[src/rtl/y86_pkg.sv]
// Shared Y86-64 definitions: instruction codes, default address width and
// the fetch-side FSM state type.
package y86_pkg;

    localparam int ADDR_W_DEF = 64;

    localparam logic [3:0] I_HALT   = 4'h0;
    localparam logic [3:0] I_NOP    = 4'h1;
    localparam logic [3:0] I_RRMOVQ = 4'h2;
    localparam logic [3:0] I_IRMOVQ = 4'h3;
    localparam logic [3:0] I_RMMOVQ = 4'h4;
    localparam logic [3:0] I_MRMOVQ = 4'h5;
    localparam logic [3:0] I_OPQ    = 4'h6;
    localparam logic [3:0] I_JXX    = 4'h7;
    localparam logic [3:0] I_CALL   = 4'h8;
    localparam logic [3:0] I_RET    = 4'h9;
    localparam logic [3:0] I_PUSHQ  = 4'hA;
    localparam logic [3:0] I_POPQ   = 4'hB;

    typedef enum logic [1:0] {
        S_RUN      = 2'd0,
        S_RET_WAIT = 2'd1,
        S_HALT     = 2'd2
    } fetch_state_t;

    // Jumps are predicted taken and calls always go to their target.
    function automatic logic predicts_valc(input logic [3:0] icode);
        return (icode == I_JXX) || (icode == I_CALL);
    endfunction

endpackage

[src/rtl/fetch_pc_select_pc_predict.sv]
// Next-PC predictor for the fetched instruction: target for jumps and calls,
// fall-through address for everything else.
module pc_predict
    import y86_pkg::*;
#(
    parameter int ADDR_W = ADDR_W_DEF
) (
    input  logic [3:0]        i_icode,
    input  logic [ADDR_W-1:0] i_valC,
    input  logic [ADDR_W-1:0] i_valP,
    output logic [ADDR_W-1:0] o_pred
);

    assign o_pred = predicts_valc(i_icode) ? i_valC : i_valP;

endmodule

[src/rtl/fetch_pc_select.sv]
// Fetch-stage PC selection: holds the predicted PC, redirects on mispredicted
// jumps and completed returns, and tracks ret/halt stalls for decode.
module fetch_pc_select
    import y86_pkg::*;
#(
    parameter int                ADDR_W   = ADDR_W_DEF,
    parameter logic [ADDR_W-1:0] RESET_PC = '0
) (
    input  logic              clk,
    input  logic              reset,
    input  logic [3:0]        f_icode,
    input  logic [ADDR_W-1:0] f_valC,
    input  logic [ADDR_W-1:0] f_valP,
    input  logic [3:0]        M_icode,
    input  logic              M_cnd,
    input  logic [ADDR_W-1:0] M_valA,
    input  logic [3:0]        W_icode,
    input  logic [ADDR_W-1:0] W_valM,
    input  logic              stall_in,
    output logic [ADDR_W-1:0] f_pc,
    output logic [ADDR_W-1:0] pred_pc,
    output logic              d_bubble,
    output logic              halted
);

    fetch_state_t      r_state;
    logic [ADDR_W-1:0] r_pred_pc;
    logic              r_halted;

    logic              w_mispredict;
    logic              w_ret_done;
    logic [ADDR_W-1:0] w_pred_next;
    logic              w_d_bubble;

    assign w_mispredict = (M_icode == I_JXX) && !M_cnd;
    assign w_ret_done   = (W_icode == I_RET);

    assign f_pc = w_mispredict ? M_valA :
                  w_ret_done   ? W_valM :
                                 r_pred_pc;

    // f_icode/f_valC/f_valP always describe the instruction at f_pc, so this
    // single predictor also yields the prediction after a redirect.
    pc_predict #(
        .ADDR_W (ADDR_W)
    ) u_pc_predict (
        .i_icode (f_icode),
        .i_valC  (f_valC),
        .i_valP  (f_valP),
        .o_pred  (w_pred_next)
    );

    always_comb begin
        w_d_bubble = 1'b0;
        case (r_state)
            S_RUN:      w_d_bubble = w_mispredict;
            S_RET_WAIT: w_d_bubble = w_mispredict || !w_ret_done;
            S_HALT:     w_d_bubble = 1'b1;
            default:    w_d_bubble = 1'b0;
        endcase
    end

    always_ff @(posedge clk) begin
        if (reset) begin
            r_state   <= S_RUN;
            r_pred_pc <= RESET_PC;
            r_halted  <= 1'b0;
        end else begin
            case (r_state)
                S_RUN: begin
                    if (w_mispredict) begin
                        r_pred_pc <= w_pred_next;
                    end else if (!stall_in) begin
                        if (f_icode == I_RET) begin
                            r_state <= S_RET_WAIT;
                        end else if (f_icode == I_HALT) begin
                            r_state  <= S_HALT;
                            r_halted <= 1'b1;
                        end else begin
                            r_pred_pc <= w_pred_next;
                        end
                    end
                end
                S_RET_WAIT: begin
                    if (w_mispredict) begin
                        r_pred_pc <= w_pred_next;
                        r_state   <= S_RUN;
                    end else if (w_ret_done) begin
                        // A ret landing on another ret waits again at once.
                        r_pred_pc <= w_pred_next;
                        r_state   <= (f_icode == I_RET) ? S_RET_WAIT : S_RUN;
                    end
                end
                S_HALT: begin
                    if (w_mispredict) begin
                        r_pred_pc <= w_pred_next;
                        r_state   <= S_RUN;
                        r_halted  <= 1'b0;
                    end
                end
                default: begin
                    r_state  <= S_RUN;
                    r_halted <= 1'b0;
                end
            endcase
        end
    end

    assign pred_pc  = r_pred_pc;
    assign d_bubble = w_d_bubble;
    assign halted   = r_halted;

endmodule

[config.mk]
export PLATFORM = sky130hd
export DESIGN_NAME = fetch_pc_select
export DESIGN_NICKNAME = d
export VERILOG_FILES = /design/src/rtl/y86_pkg.sv /design/src/rtl/fetch_pc_select_pc_predict.sv /design/src/rtl/fetch_pc_select.sv
export SDC_FILE = /design/constraint.sdc
export NUM_CORES = 1
export LEC_CHECK = 0
export ABC_AREA = 0
export ABC_CLOCK_PERIOD_IN_PS = 2700
export CAP_MARGIN = 25
export CORE_AREA = 8 8 152 154
export CTS_CLUSTER_DIAMETER = 80
export DETAILED_ROUTE_END_ITERATION = 16
export DIE_AREA = 0 0 160 162
export SETUP_SLACK_MARGIN = 0.5
export SYNTH_ARGS = -nofsm -noshare
export SYNTH_HDL_FRONTEND = slang
export SYNTH_SLANG_ARGS = --single-unit
[constraint.sdc]
create_clock -name clk -period 2.7 [get_ports clk]
set_input_delay 0.405 -clock clk [delete_from_list [all_inputs] [get_ports clk]]
set_output_delay 0.405 -clock clk [all_outputs]
set_load 0.01 [all_outputs]
# Word-level counts from Yosys, hierarchy flattened
# Index checks and enable logic that the tools add are counted.
classes:
  eq_ne: 17
  n_mux: 27
  bitwise_logic: 1
  n_reduce_logical: 11
ops:
  columns: ["operator", "n"]
  rows:
  - ["2-to-1 mux 64 bit", 10]
  - ["one-hot mux 64 bit (3 select lines)", 1]
  - ["inequality test 3 bit, second input constant", 5]
  - ["2-to-1 mux 2 bit", 7]
  - ["== test 4 bit, second input constant", 3]
  - ["AND reduction 6 bit", 2]
  - ["inequality test 2 bit, second input constant", 5]
  - ["== test 4 x 3 -> 1 bit, second input constant", 2]
  - ["2-to-1 mux 1 bit", 6]
  - ["one-hot mux 1 bit (3 select lines)", 2]
  - ["one-hot mux 2 bit (3 select lines)", 1]
  - ["AND reduction 5 bit", 1]
  - ["zero test 4 bit", 1]
  - ["nonzero test 3 bit", 1]
  - ["== test 2 x 1 -> 1 bit, second input constant", 1]
  - ["== test 2 bit, second input constant", 1]
  - ["zero test 1 bit", 2]
  - ["zero test 2 bit", 1]
  - ["logical OR 1 bit", 2]
  - ["logical AND 1 bit", 1]
  - ["NOT 1 bit", 1]
totals:
  regBits: 67
  inputBits: 272
  out_inout_bits: 130

# Longest topological paths before layout
# Gate-level depths: netlist of run 1.
depth:
  word_depth: 8
  depth_mapped: 10

# Hierarchy
# Synthesis of run 1 repeated with hierarchy kept, for this count alone.
unflattened:
  cells_unflattened: 1053
  hier_area_um2: 7951.4
modules_own_cells:
  columns: ["module", "n_inst", "cells_each", "area_per_inst_um2", "seq_area_each_um2"]
  rows:
  - ["fetch_pc_select", 1, 603, 4664.5, 1341.3]
  - ["pc_predict", 1, 450, 3286.9, 0.0]

# Worst setup path after synthesis of run 1
# OpenSTA, ideal clock, no wires.
synth_path:
  kind: "in2out"
  start: "input port M_cnd"
  end: "output port f_pc[37]"
  arrival_ns: 1.602
  required_time_ns: 2.295
  setup_slack_ns: 0.693
  cell_stages: 6
  n_path_buf: 2
  cell_sequence: "and4bb_2 nand2_2 clkbuf_1 clkbuf_1 nor2_1 a31oi_1"
synth_between:
  elab_chain_cells: 3
synth_lines:
  columns: ["element", "line_no", "rtl"]
  rows:
  - ["from (decl)", "fetch_pc_select.sv:15", "input logic M_cnd,"]
  - ["zero test 1 bit", "fetch_pc_select.sv:35", "assign w_mispredict = (M_icode == I_JXX) && !M_cnd;"]
  - ["logical AND 1 bit", "fetch_pc_select.sv:35", null]
  - ["2-to-1 mux 64 bit", "fetch_pc_select.sv:38", "assign f_pc = w_mispredict ? M_valA :"]
  - ["to (decl)", "fetch_pc_select.sv:20", "output logic [ADDR_W-1:0] f_pc,"]
# No other way between the ends.

# Worst setup path in the final report of run 1
layout_path:
  start: "input port M_icode[2]"
  end: "output port f_pc[30]"
layout_between:
  elab_chain_cells: 3
layout_lines:
  columns: ["element", "line_no", "rtl"]
  rows:
  - ["from (decl)", "fetch_pc_select.sv:14", "input logic [3:0] M_icode,"]
  - ["== test 4 x 3 -> 1 bit", "fetch_pc_select.sv:35", null]
  - ["logical AND 1 bit", "fetch_pc_select.sv:35", null]
  - ["2-to-1 mux 64 bit", "fetch_pc_select.sv:38", null]
# No other way between the ends.

==> results by group, run 1 <==
Power
  – Internal power: 4.32 mW
  – Part of the power in the clock network: 15.4%
  – Seq pwr share: 23.7%
  – Proportion of power drawn by combinational gates: 61.0%
  – Switching Share: 39.6%
  – Switching power summed over all nets: 2.83 mW
  – Leakage power figure: 4.31 nW
  – PwrDens: 701 mW/mm^2
  – Worst vdd rail ir drop: 0.367 mV

Route
  – Total via count in the routed design: 6302
  – Detailed-router iteration count before antenna repair: 5
  – # DRC: 0
  – Wirelength, routed: 28400 um
  – 1st-iter DRT viols: 386
  – Avg WL per Cell: 21.5 um
  – Average vias per placed instance: 4.77
  – DRT antenna net count: 0

Timing
  – Number of endpoints failing setup at the final stage: 0
  – Post-route fraction of the period consumed by the critical path: 80.1%
  – Fin Clk Skew: 0.00773 ns
  – Tmin final: 2.16 ns
  – Final slew viol count: 0
  – Setup TNS: 0 ns
  – Number of hold-slack violations in the final timing report: 0
  – Setup repair after global routing missed its margin: no
  – FMAX: 0.462 GHz
  – Post-layout worst setup margin: 0.536 ns
  – Transition time at the pin with the least slew margin: 0.566 ns
  – Max transition margin: 62.3%

Setup path
  – Largest fanout on the critical path: 6
  – Register-to-Register Path Depth: 10
  – Required arrival time at the worst endpoint: 2.30 ns
  – Nature of the critical path startpoint: input port
  – Type of destination of the critical path: primary output
  – Class of the most critical setup path: in2out
  – Worst endpoint data arrival time: 1.76 ns

Global route
  – Number of global-route vias before repair: 6348
  – Global-route wire length before repair: 38300 um
  – Number of antenna violations at the first check in global routing: 0
  – Residual overflow from global routing: 0
  – Overall fraction of global-route tracks in use: 19.0%
  – Maximum number of pins on one net before global-route repair: 61

Placement
  – Number of placed instances, taps included: 1268
  – Detailed placement HPWL: 19400 um
  – Pre-CTS WS: -0.127 ns
  – # port buffers: 401
  – Global placement routability congestion: 0.827

Clocking
  – Hold buffer count at cts: 0
  – Clock transition time at the flip-flop clock pins of the worst setup and hold paths: 0.06 ns
  – CTS root buf: sky130_fd_sc_hd__clkbuf_16
  – CTS Buf Count: 9
  – Clock H-tree levels: 3
  – Worst skew pair latency: 0.33 ns
  – TritonCTS clock tree: yes
  – Bufs on Longest Clock Path: 2
  – Count of clock tree sinks: 67

Die
  – Die area: 0.0259 mm^2
  – Number of top-level pins: 402
  – Starting utilization of the core area: 22.6%
  – CORE AREA: 0.0207 mm^2
  – Vert. Die Dim: 162 um
  – Number of placement rows: 53
  – DIE WIDTH: 160 um

Layout
  – Util after Layout: 49.3%
  – Net count of the finished layout: 1316
  – Diode insertion count for antenna repair: 0
  – Layout area overhead: 118%
  – Non-Filler Instances: 1320
  – Count of filler cells inserted in the layout: 1991
  – Fraction of layout instances using a drive strength above 1: 23.3%

Synth
  – Number of enable flip-flop cells after synthesis: 0
  – Share of flip-flops with an asynchronous set or reset after synthesis: 0%
  – Synth cell types: 31
  – Mean area per synthesized cell: 7.57 um^2
  – Cells after Synth: 618
  – Seq/Total Area, Yosys: 28.7%
  – Dominant cell type by area after synthesis: sky130_fd_sc_hd__dfxtp_1
  – Yosys warning count: 0
  – Fraction of synthesized cell area taken by the top area cell type: 28.7%
  – Post-synth design cell area: 0.00468 mm^2
  – Most repeated cell in the gate-level netlist after synthesis: sky130_fd_sc_hd__nor2_1
  – Top cell types by occurrence after synthesis: sky130_fd_sc_hd__nor2_1 (132), sky130_fd_sc_hd__nand2_1 (131), sky130_fd_sc_hd__a31oi_1 (67), sky130_fd_sc_hd__dfxtp_1 (67), sky130_fd_sc_hd__mux2i_1 (64)
  – FF+latch count, synth: 67
  – Ranking of synthesized cells by area: sky130_fd_sc_hd__dfxtp_1 (29%), sky130_fd_sc_hd__a211oi_2 (15%), sky130_fd_sc_hd__mux2i_1 (14%)
  – Total nets after synthesis: 894
  – Synth Flop Type: sky130_fd_sc_hd__dfxtp_1

Min path
  – Type of the most critical hold path: reg2reg
  – WHS Path Cells: 2

Outcome
  – Status: complete, no violations

Flow run
  – Max cap viols: 0
-- per-layer routing --
metal | up-vias | share of wire, % | GRT usage, %
met1 | 2959 | 41 | 21.8
li1 | 3034 | - | -
met2 | 271 | 50 | 33.7
met5 | - | 0 | 0
met3 | 38 | 6.7 | 5.44
met4 | 0 | 1.9 | 5.23
-- what timing repair did --
item,in CTS,in global routing
pin swaps,5,10
setup buffers,6,6
endpoints found under the hold margin,0,0
cloned,10,14
setup endpoints to repair,118,114
gates resized for setup,226,109
-- through the flow --
step,instance area (um^2),power (mW),hold WS (ns)
2_1_floorplan,4680,3.59,0.484
4_1_cts,9850,6.90,0.528
3_3_place_gp,9200,5.87,0.506
5_1_grt,10200,7.60,0.534
6_report,10200,7.15,0.523
3_5_place_dp,9200,5.90,0.516
-- cells in the final DEF, fill, tap and decap left out, types with 6 or more instances in the layout --
master	instances
sky130_fd_sc_hd__clkbuf_2	19
sky130_fd_sc_hd__buf_2	39
sky130_fd_sc_hd__a211oi_1	9
sky130_fd_sc_hd__a31oi_4	8
sky130_fd_sc_hd__buf_4	21
sky130_fd_sc_hd__clkbuf_16	20
sky130_fd_sc_hd__a31oi_1	54
sky130_fd_sc_hd__mux2i_1	64
sky130_fd_sc_hd__buf_12	16
sky130_fd_sc_hd__dfxtp_1	66
sky130_fd_sc_hd__nand2_1	129
sky130_fd_sc_hd__clkdlybuf4s50_1	326
sky130_fd_sc_hd__buf_16	9
sky130_fd_sc_hd__nor2_1	119
sky130_fd_sc_hd__nor2_4	6
sky130_fd_sc_hd__nor2_2	7
sky130_fd_sc_hd__buf_6	9
sky130_fd_sc_hd__a211oi_2	56
-- cell type report --
type	count	area, um^2	share of cell area, %
Timing Repair Buffer	465	4830	47.3
Multi-Input combinational cell	492	3400	33.3
Clock buffer	11	243	2.38
Sequential cell	67	1340	13.2
Inverter	5	18.8	0.184
Clock inverter	5	28.8	0.282
Tap cell	275	344	3.37
-- cells by family after synthesis --
logic type	count (synthesis)	share of synthesized area [%]
and+or+nand+nor	276	23.0
adders and majority gates	4	1.07
DFF	67	28.7
muxes	64	13.7
xor gates and xnor gates	1	0.187
buffers and inverters	62	6.15
AOI/OAI and AO/OA	144	27.3
-- sequential cells by signal, indices dropped and copies added (netlist names) --
name     count
pred_pc     64
r_state      2
halted       1
-- critical path: stages --
cell	delay, ns
sky130_fd_sc_hd__clkdlybuf4s15_1	0.17
sky130_fd_sc_hd__and4bb_4	0.35
sky130_fd_sc_hd__buf_12	0.16
sky130_fd_sc_hd__nand2_8	0.10
sky130_fd_sc_hd__clkbuf_16	0.23
sky130_fd_sc_hd__a31oi_1	0.16
sky130_fd_sc_hd__buf_2	0.16
-- power groups by stage --
stage	clock [mW]	sequential, mW	combinational, mW
floorplan	0	1.78	1.81
global placement	0	1.71	4.17
detailed placement	0	1.71	4.19
CTS	1.13	1.69	4.08
global route	1.19	1.74	4.68
finish	1.10	1.69	4.36
-- path summary, 6_finish.rpt --
check	slack, ns	endpoint	from
max	0.54	f_pc[30]	M_icode[2]
min	0.52	pred_pc[60]	pred_pc[60]
max reg2reg	0.64	pred_pc[29]	r_state[0]
min reg2reg	0.52	pred_pc[60]	pred_pc[60]
No activity file was read; power rests on OpenSTA's default activity.
==> inputs of run 2 (changes only) <==
--- a/config.mk
+++ b/config.mk
@@ -6,7 +6,7 @@
 export NUM_CORES = 1
 export LEC_CHECK = 0
 export ABC_AREA = 0
-export ABC_CLOCK_PERIOD_IN_PS = 2700
+export ABC_CLOCK_PERIOD_IN_PS = 2180
 export CAP_MARGIN = 25
 export CORE_AREA = 8 8 152 154
 export CTS_CLUSTER_DIAMETER = 80
==> constraint.sdc (replaced) <==
create_clock -name clk -period 2.18 [get_ports clk]
set_input_delay 0.327 -clock clk [delete_from_list [all_inputs] [get_ports clk]]
set_output_delay 0.327 -clock clk [all_outputs]
set_load 0.01 [all_outputs]
==> results by group, run 2 (same netlist as run 1, synthesis figures left out) <==
Global route
  – Global-route wire length before repair: 40400 um (+5.5%)
  – Number of antenna violations at the first check in global routing: 1 (+1)
  – Overall fraction of global-route tracks in use: 19.9% (+0.97 points)
  – Maximum number of pins on one net before global-route repair: 38 (-38%)
  – Residual overflow from global routing: 0 (unchanged)
  – Number of global-route vias before repair: 6880 (+8.4%)

Clocking
  – TritonCTS clock tree: yes
  – Clock H-tree levels: 3 (unchanged)
  – Worst skew pair latency: 0.33 ns (about the same)
  – Count of clock tree sinks: 67 (unchanged)
  – Hold buffer count at cts: 0 (unchanged)
  – Clock transition time at the flip-flop clock pins of the worst setup and hold paths: 0.05 ns (about the same)
  – CTS Buf Count: 9 (unchanged)
  – Bufs on Longest Clock Path: 2 (unchanged)
  – CTS root buf: sky130_fd_sc_hd__clkbuf_16

Route
  – # DRC: 0 (unchanged)
  – Avg WL per Cell: 21.1 um (-1.8%)
  – Average vias per placed instance: 4.74 (-0.81%)
  – Detailed-router iteration count before antenna repair: 4 (-1)
  – Total via count in the routed design: 6606 (+4.8%)
  – Wirelength, routed: 29500 um (+3.8%)
  – DRT antenna net count: 0 (unchanged)
  – 1st-iter DRT viols: 347 (-10%)

Power
  – PwrDens: 906 mW/mm^2 (+29%)
  – Switching Share: 37.4% (-2.2 points)
  – Proportion of power drawn by combinational gates: 66.2% (+5.2 points)
  – Internal power: 6.82 mW (+58%)
  – Part of the power in the clock network: 13.5% (-1.9 points)
  – Worst vdd rail ir drop: 0.431 mV (+17%)
  – Seq pwr share: 20.3% (-3.4 points)
  – Leakage power figure: 5.07 nW (+18%)
  – Switching power summed over all nets: 4.07 mW (+44%)

Flow run
  – Max cap viols: 0 (unchanged)

Die
  – DIE WIDTH: 160 um (unchanged)
  – Die area: 0.0259 mm^2 (unchanged)
  – Vert. Die Dim: 162 um (unchanged)
  – Number of placement rows: 53 (unchanged)
  – Starting utilization of the core area: 22.6% (unchanged)
  – Number of top-level pins: 402 (unchanged)
  – CORE AREA: 0.0207 mm^2 (unchanged)

Timing
  – Final hold slack: 0.506 ns (-0.0174 ns)
  – Tmin final: 1.98 ns
  – Transition time at the pin with the least slew margin: 0.603 ns (+0.0369 ns)
  – Fin Clk Skew: 0.00467 ns (-0.00306 ns)
  – Setup repair after global routing missed its margin: yes
  – Final slew viol count: 0 (unchanged)
  – Number of endpoints failing setup at the final stage: 0 (unchanged)
  – FMAX: 0.505 GHz
  – Max transition margin: 59.8% (-2.5 points)
  – Number of hold-slack violations in the final timing report: 0 (unchanged)
  – Post-route fraction of the period consumed by the critical path: 90.8%

Setup path
  – Type of destination of the critical path: primary output
  – Worst endpoint data arrival time: 1.65 ns (-0.11 ns)
  – Register-to-Register Path Depth: 9 (-1)
  – Top Family by Delay on Critical Path: simple AND/OR/NAND/NOR gates
  – CP peak stage delay: 0.36 ns (about the same)
  – Critical R2R Launch: r_state[1]
  – Worst reg2reg endpoint: pred_pc[41]
  – Worst R2R Setup Slack: 0.26 ns (-0.38 ns)
  – Class of the most critical setup path: in2out
  – Nature of the critical path startpoint: input port
  – Critical path's slowest cell: sky130_fd_sc_hd__and4bb_4
  – Required arrival time at the worst endpoint: 1.85 ns (-0.45 ns)
  – Library cell appearing most often on the critical path: sky130_fd_sc_hd__buf_6
  – WP buf/inv: 4 (unchanged)
  – Sequence of cells on the critical path: buf_6, and4bb_4, nand2_8, buf_4, clkbuf_16, nor2_1, a31oi_4, buf_6
  – Largest fanout on the critical path: 8 (+2)

Layout
  – Commonest non-fill, non-tap cell in the layout: sky130_fd_sc_hd__clkdlybuf4s50_1
  – Net count of the finished layout: 1391 (+5.7%)
  – Most frequent cells in the layout: sky130_fd_sc_hd__clkdlybuf4s50_1 (315), sky130_fd_sc_hd__nand2_1 (123), sky130_fd_sc_hd__mux2i_1 (64)
  – Fraction of layout instances using a drive strength above 1: 38.3% (+15 points)
  – Layout area overhead: 157%
  – Non-Filler Instances: 1395 (+5.7%)
  – Max reg flops: 64 (unchanged)

Placement
  – Detailed placement HPWL: 19900 um (+2.7%)
  – Global placement routability congestion: 0.803 (-2.9%)
  – # port buffers: 401 (unchanged)
  – Number of placed instances, taps included: 1316 (+3.8%)

Min path
  – Worst Hold End: r_state[0]
  – WHS Path Cells: 2 (unchanged)
  – Start point of the worst min-delay path: reset
  – Type of the most critical hold path: in2reg

Outcome
  – Status: complete, no violations
[run 2: what timing repair did]
item / CTS / global route
endpoints found under the setup margin: 135 / 143
resized for setup: 415 / 181
pin swaps: 48 / 36
setup buffers: 26 / 16
gates cloned: 13 / 8
[run 2: cell type report]
class	instances	area, um^2
antenna	1	2.50
clock buffer	13	260
clock inverter	2	35.0
fill	1807	8670
inverter	5	23.8
multi-input combinational	489	4100
sequential	67	1360
tap	275	344
timing repair buffer	543	5900
[run 2: worst max path at each step]
stage	from	endpoint	slack (ns)	cells after the start
2_1_floorplan	r_state[0]	pred_pc[24]	0.50	9
6_report	M_cnd	f_pc[18]	0.20	8
4_1_cts	M_icode[3]	f_pc[7]	0.22	8
3_3_place_gp	W_icode[0]	f_pc[28]	-0.45	8
5_1_grt	r_state[0]	pred_pc[28]	0.17	10
3_5_place_dp	M_cnd	f_pc[38]	-0.43	7
[run 2: worst reg2reg max path, delay by kind of cell (launching register included)]
kind	cells	cell delay [ns]
AO/OA/AOI/OAI	3	0.70
AND/OR/NAND/NOR	1	0.04
flip-flops	1	0.32
buffers and inverters	4	0.57
adder cells (fa/ha/maj)	1	0.20
[run 2: through the flow]
| step | power (mW) | cell area, um^2 | utilization, % | setup slack [ns] | setup TNS, ns |
|---|---|---|---|---|---|
| floorplan | 4.67 | 4810 | - | 0.501 | 0 |
| global placement | 7.69 | 9710 | 46.9 | -0.455 | -43.74 |
| detailed placement | 7.72 | 9710 | 46.9 | -0.432 | -45.41 |
| CTS | 10.0 | 10800 | 52.3 | 0.223 | 0 |
| global route | 11.5 | 12000 | 58.1 | 0.173 | 0 |
| finish | 10.9 | 12000 | 58.1 | 0.200 | 0 |
[run 2: power by group through the flow]
stage	clock network, mW	registers (mW)	logic (mW)
2_1_floorplan	0	2.23	2.43
3_5_place_dp	0	2.15	5.57
5_1_grt	1.58	2.27	7.64
3_3_place_gp	0	2.14	5.55
6_report	1.48	2.21	7.21
4_1_cts	1.52	2.17	6.33
[run 2: routing by layer]
metal	vias up	GRT usage, %	share of wire, %
met5	-	0	0
met4	0	6.29	2.5
met3	41	7.04	8.0
met2	299	36.0	51
met1	3081	21.5	39
li1	3185	-	-
==> inputs of run 3 (changes only) <==
--- a/config.mk
+++ b/config.mk
@@ -5,13 +5,12 @@
 export SDC_FILE = /design/constraint.sdc
 export NUM_CORES = 1
 export LEC_CHECK = 0
-export ABC_AREA = 0
 export ABC_CLOCK_PERIOD_IN_PS = 2180
 export CAP_MARGIN = 25
-export CORE_AREA = 8 8 152 154
+export CORE_AREA = 2 2 154 156
 export CTS_CLUSTER_DIAMETER = 80
 export DETAILED_ROUTE_END_ITERATION = 16
-export DIE_AREA = 0 0 160 162
+export DIE_AREA = 0 0 156 158
 export SETUP_SLACK_MARGIN = 0.5
 export SYNTH_ARGS = -nofsm -noshare
 export SYNTH_HDL_FRONTEND = slang
==> results by group, run 3 (same netlist as run 1, synthesis figures left out) <==
Outcome
  – Status: complete, no violations

Placement
  – # port buffers: 401 (unchanged)
  – Detailed placement HPWL: 17500 um (-12%)
  – Number of placed instances, taps included: 1306 (-0.76%)
  – Global placement routability congestion: 0.792 (-1.3%)

Power
  – Leakage power figure: 4.92 nW (-3.1%)
  – Internal power: 6.72 mW (-1.5%)
  – Switching power summed over all nets: 3.91 mW (-4.0%)
  – Seq pwr share: 20.4% (about the same)
  – Switching Share: 36.8% (-0.58 points)
  – Total power draw: 10.6 mW (-2.5%)
  – Part of the power in the clock network: 14.2% (+0.7 points)
  – Worst vdd rail ir drop: 0.428 mV (-0.67%)
  – Proportion of power drawn by combinational gates: 65.4% (-0.8 points)
  – PwrDens: 934 mW/mm^2 (+3.1%)

Clocking
  – Bufs on Longest Clock Path: 2 (unchanged)
  – Clock transition time at the flip-flop clock pins of the worst setup and hold paths: 0.05 ns (about the same)
  – Worst skew pair latency: 0.34 ns (about the same)
  – CTS Buf Count: 9 (unchanged)
  – Hold buffer count at cts: 0 (unchanged)
  – TritonCTS clock tree: yes
  – Count of clock tree sinks: 67 (unchanged)
  – Clock H-tree levels: 3 (unchanged)
  – CTS root buf: sky130_fd_sc_hd__clkbuf_16

Setup path
  – Required arrival time at the worst endpoint: 1.85 ns (about the same)
  – Critical path's slowest cell: sky130_fd_sc_hd__and4bb_4
  – Nature of the critical path startpoint: input port
  – Class of the most critical setup path: in2out
  – Largest fanout on the critical path: 8 (unchanged)
  – Worst endpoint data arrival time: 1.68 ns (+0.03 ns)
  – Top Family by Delay on Critical Path: buffers and inverters
  – Sequence of cells on the critical path: buf_6, and4bb_4, buf_6, nand2_8, buf_4, nor2_1, a31oi_1, dlygate4sd2_1
  – Library cell appearing most often on the critical path: sky130_fd_sc_hd__buf_6
  – WP buf/inv: 4 (unchanged)
  – Type of destination of the critical path: primary output
  – CP peak stage delay: 0.38 ns (+0.02 ns)

Timing
  – Setup repair after global routing missed its margin: yes
  – Setup TNS: 0 ns (unchanged)
  – Fin Clk Skew: 0.00658 ns (+0.00190 ns)
  – Tmin final: 2.00 ns (+0.0243 ns)
  – Number of endpoints failing setup at the final stage: 0 (unchanged)
  – Number of hold-slack violations in the final timing report: 0 (unchanged)
  – Max transition margin: 59.6% (-0.23 points)
  – Final slew viol count: 0 (unchanged)
  – Transition time at the pin with the least slew margin: 0.606 ns (+0.00345 ns)
  – FMAX: 0.499 GHz (-1.2%)
  – Post-route fraction of the period consumed by the critical path: 92.0% (+1.1 points)

Global route
  – Residual overflow from global routing: 0 (unchanged)
  – Overall fraction of global-route tracks in use: 20.0% (+0.090 points)
  – Global-route wire length before repair: 37200 um (-7.7%)
  – Maximum number of pins on one net before global-route repair: 40 (+5.3%)
  – Number of antenna violations at the first check in global routing: 0 (-1)
  – Number of global-route vias before repair: 6527 (-5.1%)

Route
  – # DRC: 0 (unchanged)
  – Wirelength, routed: 26600 um (-9.7%)
  – Avg WL per Cell: 19.0 um (-9.9%)
  – Total routed wire length on the met1 layer: 10600 um (-7.2%)
  – Top routing layer in use: met4
  – Detail Route met3 WL: 1780 um (-25%)
  – Total via count in the routed design: 6545 (-0.92%)
  – Sum of met2 wire segment lengths after detailed routing: 13800 um (-7.9%)
  – 1st-iter DRT viols: 285 (-18%)
  – Average vias per placed instance: 4.68 (-1.1%)
  – DRT antenna net count: 0 (unchanged)
  – Detailed-router iteration count before antenna repair: 6 (+2)

Layout
  – Diode insertion count for antenna repair: 0 (-1)
  – Count of filler cells inserted in the layout: 2203 (+22%)
  – Max reg flops: 64 (unchanged)
  – Non-Filler Instances: 1398 (+0.22%)
  – Fraction of layout instances using a drive strength above 1: 33.4% (-4.9 points)
  – Net count of the finished layout: 1381 (-0.72%)
  – Commonest non-fill, non-tap cell in the layout: sky130_fd_sc_hd__clkdlybuf4s50_1
  – Layout area overhead: 143%
  – Util after Layout: 49.4% (-8.8 points)
  – Most frequent cells in the layout: sky130_fd_sc_hd__clkdlybuf4s50_1 (315), sky130_fd_sc_hd__nand2_1 (122), sky130_fd_sc_hd__nor2_1 (68)

Die
  – Vert. Die Dim: 158 um (-2.5%)
  – Number of top-level pins: 402 (unchanged)
  – Die area: 0.0246 mm^2 (-4.9%)
  – Number of placement rows: 56 (+5.7%)
  – DIE WIDTH: 156 um (-2.5%)
  – Starting utilization of the core area: 20.3% (-2.3 points)
  – CORE AREA: 0.0231 mm^2 (+11%)

Min path
  – Type of the most critical hold path: in2reg

Flow run
  – Max cap viols: 0 (unchanged)
run 3: cell count changes in the layout (fill, tap and decap cells not counted), sizes merged:
cell           delta
buf              -28
clkdlybuf4s15     +5
diode             -1
bufbuf            +2
clkbuf            -2
dlygate4sd2      +12
nand2             +1
dlymetal6s2s      -1
run 3: through the flow:
step | area [um^2] | hold slack [ns] | setup slack (ns)
2_1_floorplan | 4810 | 0.477 | 0.501
3_3_place_gp | 9460 | 0.493 | -0.664
3_5_place_dp | 9460 | 0.503 | -0.640
4_1_cts | 11000 | 0.487 | 0.182
5_1_grt | 11400 | 0.537 | 0.131
6_report | 11400 | 0.502 | 0.175
run 3: what timing repair did:
item                                    4_1_cts  5_1_grt
endpoints found under the setup margin      134      142
cloned                                       16        6
pin swaps                                    39       28
resized for setup                           366      106
buffers inserted                             46       10
run 3: routing by layer:
layer  global-route usage [%]  vias up
met3                     4.13       28
met4                     6.68        0
met1                     22.9     3059
li1                         -     3174
met5                        0        -
met2                     37.1      284
run 3: final timing paths:
kind,depth (start not counted),start,endpoint,slack (ns)
setup reg to reg,9,r_state[1],pred_pc[26],0.22
setup / recovery,8,M_icode[3],f_pc[8],0.18
hold reg to reg,2,pred_pc[38],pred_pc[38],0.52
hold / removal,2,reset,r_state[0],0.50
run 3: layout make-up:
class                           instances  area [um^2]  area share [%]
Timing Repair Buffer                  532         5680            50.0
Multi-Input combinational cell        490         3650            32.1
Sequential cell                        67         1350            11.9
Tap cell                              290          363            3.19
Clock buffer                           12          267            2.34
Clock inverter                          2         35.0           0.308
Inverter                                5         23.8           0.209
run 3: power groups by stage:
stage                     registers, mW  logic (mW)  clock network, mW
after floorplan                    2.23        2.43                  0
after global placement             2.13        5.38                  0
after detailed placement           2.14        5.42                  0
after CTS                          2.14        6.51               1.56
after global routing               2.24        7.42               1.61
final                              2.17        6.94               1.51
run 3: worst reg2reg max path, cell delays in order, from the launching register on:
cell and delay (ns):
sky130_fd_sc_hd__dfxtp_2 0.35, sky130_fd_sc_hd__inv_2 0.06, sky130_fd_sc_hd__ha_4 0.27, sky130_fd_sc_hd__nor2_4 0.03
sky130_fd_sc_hd__a211o_1 0.26, sky130_fd_sc_hd__o22ai_4 0.22, sky130_fd_sc_hd__buf_12 0.20, sky130_fd_sc_hd__bufbuf_16 0.30
sky130_fd_sc_hd__buf_4 0.11, sky130_fd_sc_hd__a211oi_2 0.05
==> RTL change 1, RTL diff (flow settings as in run 2) <==
Put one more register stage on the output `pred_pc`, cleared by the reset. The value now appears one clock later. The other outputs are not delayed to match.
--- a/src/rtl/fetch_pc_select.sv
+++ b/src/rtl/fetch_pc_select.sv
@@ -108,3 +108,9 @@
 
-    assign pred_pc  = r_pred_pc;
+    always_ff @(posedge clk) begin
+        if (reset) begin
+            pred_pc <= '0;
+        end else begin
+            pred_pc <= r_pred_pc;
+        end
+    end
     assign d_bubble = w_d_bubble;
Function: changed (Yosys sat finds a counterexample within 4 cycles, from zero or initial values and one cycle with reset high).
==> RTL change 1 against run 2 <==
  * Wire length rose by 15%
  * Largest power group unchanged
  * Cell area rose by 25%
  * Worst setup slack got worse by 0.057 ns
  * Combinational power barely moved
  * Synthesized cell count rose by 22%
  * Global-route usage rose by 3.7 points
  * Sequential cell count rose by 64
  * Critical path depth did not move
  * Synthesized area rose by 37%
  * Core utilization rose by 15 points
  * Total power rose by 22%
  * First-iteration DRC count rose by 0.29%
  * Register-to-register slack barely moved
  * Non-clock buffer count fell by 1
==> RTL change 1: results (changes against run 2) <==
----------------------------------------------------
[CTS]
  Maximum level of the CTS H-tree ... 4 (+1)
  Number of buffers created by CTS ... 17 (+8)

[Worst setup path]
  Critical path data arrival time ... 1.71 ns (+0.06 ns)
  Crit Path Max Fanout ... 7 (-1)
  Number of cells traversed by the worst register-to-register path ... 12 (+3)
  Crit path max-delay family ... buffers and inverters

[Yosys]
  Post-synthesis compound-gate area fraction ... 0.196 (-0.0768)
  Synthesized area per cell ... 8.54 µm² (+13%)
  List of most frequent post-synthesis cells ... nand2_1 (195), dfxtp_1 (131), nor2_1 (71)
  Multiplexer area fraction after synthesis ... 0.102 (-0.0353)
  Post-synth net total ... 1,027 (+15%)
  Adder and majority gate portion of the synthesized area ... 0.00780 (-0.00289)
  Portion of the post-synthesis area used by sequential elements ... 0.409 (+0.122)
  Post-synthesis share of cell area spent on xor and xnor gates ... 0.00137 (-0.000506)

[Timing]
  Worst-margin pin slew ... 0.723 ns (+0.120 ns)
  Period utilization ... 0.935 (+0.0261)
  Post-route clock skew ... 0.0129 ns (+0.00823 ns)

[Place]
  Worst slack after detailed placement ... -0.417 ns (+0.0148 ns)
  DP Wirelength ... 21,200 µm (+6.6%)
  Post-placement cell area ... 11,100 µm² (+15%)

[Min path]
  Depth of the worst hold-timing path ... 1 (-1)
  Hold WC Path Type ... register to register
  End point of the most critical hold path ... pred_pc[30]$_SDFF_PP0_
  Hold Crit Start ... r_pred_pc[30]$_SDFFE_PP0P_

[GRT]
  Number of global-route vias before repair ... 7,808 (+13%)
  Number of antenna violations at the first check in global routing ... 0 (-1)
  First-pass GRT wire length ... 47,100 µm (+17%)
  Global Route Usage Sum ... 0.236 (+0.0369)

[Run status]
  Outcome ... finished, final reports clean

[Pwr]
  Peak ir drop on the vdd network ... 568 µV (+32%)
  Part of the power in registers ... 0.240 (+0.037)
  Int Power ... 8.70 mW (+28%)
  Power drawn by the combinational cells ... 7.19 mW (about the same)
  Combinational power share ... 0.543 (-0.119)

[Route]
  Number of DRC markers in iteration 0 ... 348 (+0.29%)
  Post-detailed-routing wire length ... 33,900 µm (+15%)
  Total vias in the final route ... 7,643 (+16%)

[Cells and area]
  Share of post-route cells with drive strength above 1 ... 0.387 (+0.00331)
  Number of fillers in the final layout ... 1,512 (-16%)
  Antenna Diode Count ... 0 (-1)

----------------------------------------------------
[RTL change 1: changes by cell type after synthesis, sizes merged, moves of 3 or more]
cell           run 2  this run
nor2b              0        64
nand2            132       195
dfxtp             67       131
o31ai              1        65
a211oi            65         2
buf               27        34
nor2             132        72
nor3               5         2
[RTL change 1: metal layers]
metal | share of wire | wire length [µm] | track usage | vias up
met1 | 0.37 | 12700 | 0.258 | 3600
met5 | 0 | 0 | 0 | -
met4 | 0.032 | 1080 | 0.0658 | 0
li1 | - | - | - | 3618
met3 | 0.079 | 2660 | 0.0830 | 69
met2 | 0.52 | 17500 | 0.426 | 356
[RTL change 1: area by class of cell]
type | count | share of cell area
clock inverters | 13 | 0.00999
flip-flops and latches | 131 | 0.175
clock buffers | 19 | 0.0295
well taps | 275 | 0.0229
repair buffers | 542 | 0.417
multi-input cells | 554 | 0.344
inverters | 3 | 0.00108
[RTL change 1: what timing repair did]
item	in CTS	in global routing
gates cloned	32	3
setup endpoints to repair	133	142
setup buffers	46	10
pin swaps	59	29
resized for setup	500	252
==> RTL change 2, RTL diff (flow settings as in run 2) <==
Made on the original files. The package constant `ADDR_W_DEF` goes from 64 to 56.
--- a/src/rtl/y86_pkg.sv
+++ b/src/rtl/y86_pkg.sv
@@ -4,3 +4,3 @@
 
-    localparam int ADDR_W_DEF = 64;
+    localparam int ADDR_W_DEF = 56;
 
Interface: changed (6 resized); port bits go from 402 to 354. No check against the original RTL was run, so the function may have changed too.
==> RTL change 2 against run 2 <==
  * Synthesized area up 6.0%
  * Cell count down 4.5%
  * Cell area down 7.3%
  * Worst setup slack better by 0.033 ns
  * Critical endpoint is now f_pc[19]
  * Die area unchanged
  * Wire length up 0.40%
  * Sequential cell count down 8
  * Sequential share of layout area down 0.64 points
  * Synthesized cell count up 1.1%
  * Via count down 1.7%
  * Count of clock-buffer cells in the layout down 3
Power is not compared: it rests on default switching activity, and its combinational part moved more than twofold at a synthesized area within 25%.
==> RTL change 2: results (changes against run 2) <==
----------------------------------------------------
[Route]
  Post-detailed-routing wire length ... 29,600 µm (+0.40%)
  Number of DRC markers in iteration 0 ... 337 (-2.9%)
  Amount of wire on met3 after detailed routing ... 1490 µm (-37%)
  Met2 layer wire length in the routed design ... 14,800 µm (-1.5%)
  Total vias in the final route ... 6,497 (-1.7%)
  Met1 wire length ... 12,600 µm (+11%)
  Per-cell routed wire length ... 22.2 µm (+5.2%)
  Drt pass-1 iters ... 5 (+1)

[Yosys]
  List of most frequent post-synthesis cells ... o21ai_0 (97), a21oi_1 (62), dfxtp_1 (59)
  Portion of the post-synthesis area used by sequential elements ... 0.238 (-0.0486)
  Post-synthesis share of cell area spent on xor and xnor gates ... 0.00177 (-0.000106)
  Main area contributors after synthesis ... dfxtp_1 (24%), mux2_2 (13%), mux2i_1 (11%)
  Multiplexer area fraction after synthesis ... 0.240 (+0.103)
  Post-synth net total ... 869 (-2.8%)
  Count of mapped cells out of synthesis ... 625 (+1.1%)
  Post-synthesis compound-gate area fraction ... 0.202 (-0.0702)
  Proportion of netlist area held by the largest area contributor ... 0.238 (-0.0486)

[Worst setup path]
  Critical R2R Launch ... r_state[0]$_SDFFE_PP0P_
  Crit Path Max Fanout ... 6 (-2)
  Endpoint of the most critical setup path ... f_pc[19]
  Number of cells traversed by the worst register-to-register path ... 10 (+1)
  Biggest cell delay along the critical path ... 0.18 ns (-0.18 ns)
  Reg-to-reg endpoint ... pred_pc[15]$_SDFFE_PP0P_
  Crit path max-delay family ... buffers and inverters
  Critical path data arrival time ... 1.62 ns (-0.03 ns)

[Cells and area]
  Number of fillers in the final layout ... 1,863 (+3.1%)
  Share of post-route cells with drive strength above 1 ... 0.360 (-0.0229)
  Final Net Count ... 1,296 (-6.8%)
  Antenna Diode Count ... 0 (-1)

[Place]
  Final estimated routing congestion in global placement ... 0.800 (-0.31%)
  IO buf count ... 353 (-12%)
  Placed instance count ... 1,224 (-7.0%)
  DP Wirelength ... 17,800 µm (-11%)

[Timing]
  Worst hold-check slack ... 0.551 ns (+0.0448 ns)
  Worst-margin pin slew ... 0.652 ns (+0.0492 ns)
  Post-route clock skew ... 0.0109 ns (+0.00621 ns)
  Number of pins exceeding their max-slew limit in the final report ... 0 (unchanged)

[Min path]
  End point of the most critical hold path ... halted$_SDFFE_PP0P_
  Hold Crit Start ... halted$_SDFFE_PP0P_

[GRT]
  Global Route Usage Sum ... 0.217 (+0.0177)
  Number of global-route vias before repair ... 6,698 (-2.6%)
  Largest net degree at the start of global routing ... 56 (+47%)
  First-pass GRT wire length ... 43,400 µm (+7.4%)
  Number of antenna violations at the first check in global routing ... 0 (-1)

[CTS]
  Resize count post-CTS ... 417 (+0.48%)
  Post-CTS Setup Repair Bufs ... 52 (+100%)

[Run status]
  Outcome ... finished, final reports clean

----------------------------------------------------
-- RTL change 2: cell count changes after synthesis, moves of 57 or more --
cell / change
nor2_1: -129
o21ai_0: +96
nand2_1: -73
a31oi_1: -65
a21oi_1: +57
nor2b_1: +57
-- RTL change 2: stage by stage --
step / area, µm² / setup WS [ns] / total power, mW
after global routing: 11100 / 0.184 / 5.47
final: 11100 / 0.232 / 5.22
after CTS: 10900 / 0.217 / 5.22
after floorplan: 5210 / 0.432 / 2.23
after global placement: 9150 / -0.329 / 3.40
after detailed placement: 9150 / -0.354 / 3.40
-- RTL change 2: area by class of cell --
type,instances,area (µm²),share of cell area
clock buffer,10,239,0.0214
clock inverter,6,65.1,0.00584
inverter,4,17.5,0.00157
multi-input combinational,497,4010,0.360
sequential,59,1190,0.106
tap,275,344,0.0309
timing repair buffer,481,5280,0.474
-- RTL change 2: routing by layer --
layer  vias up  track usage
met4         0       0.0722
li1       3098            -
met1      3113        0.266
met5         -            0
met2       247        0.374
met3        39       0.0428
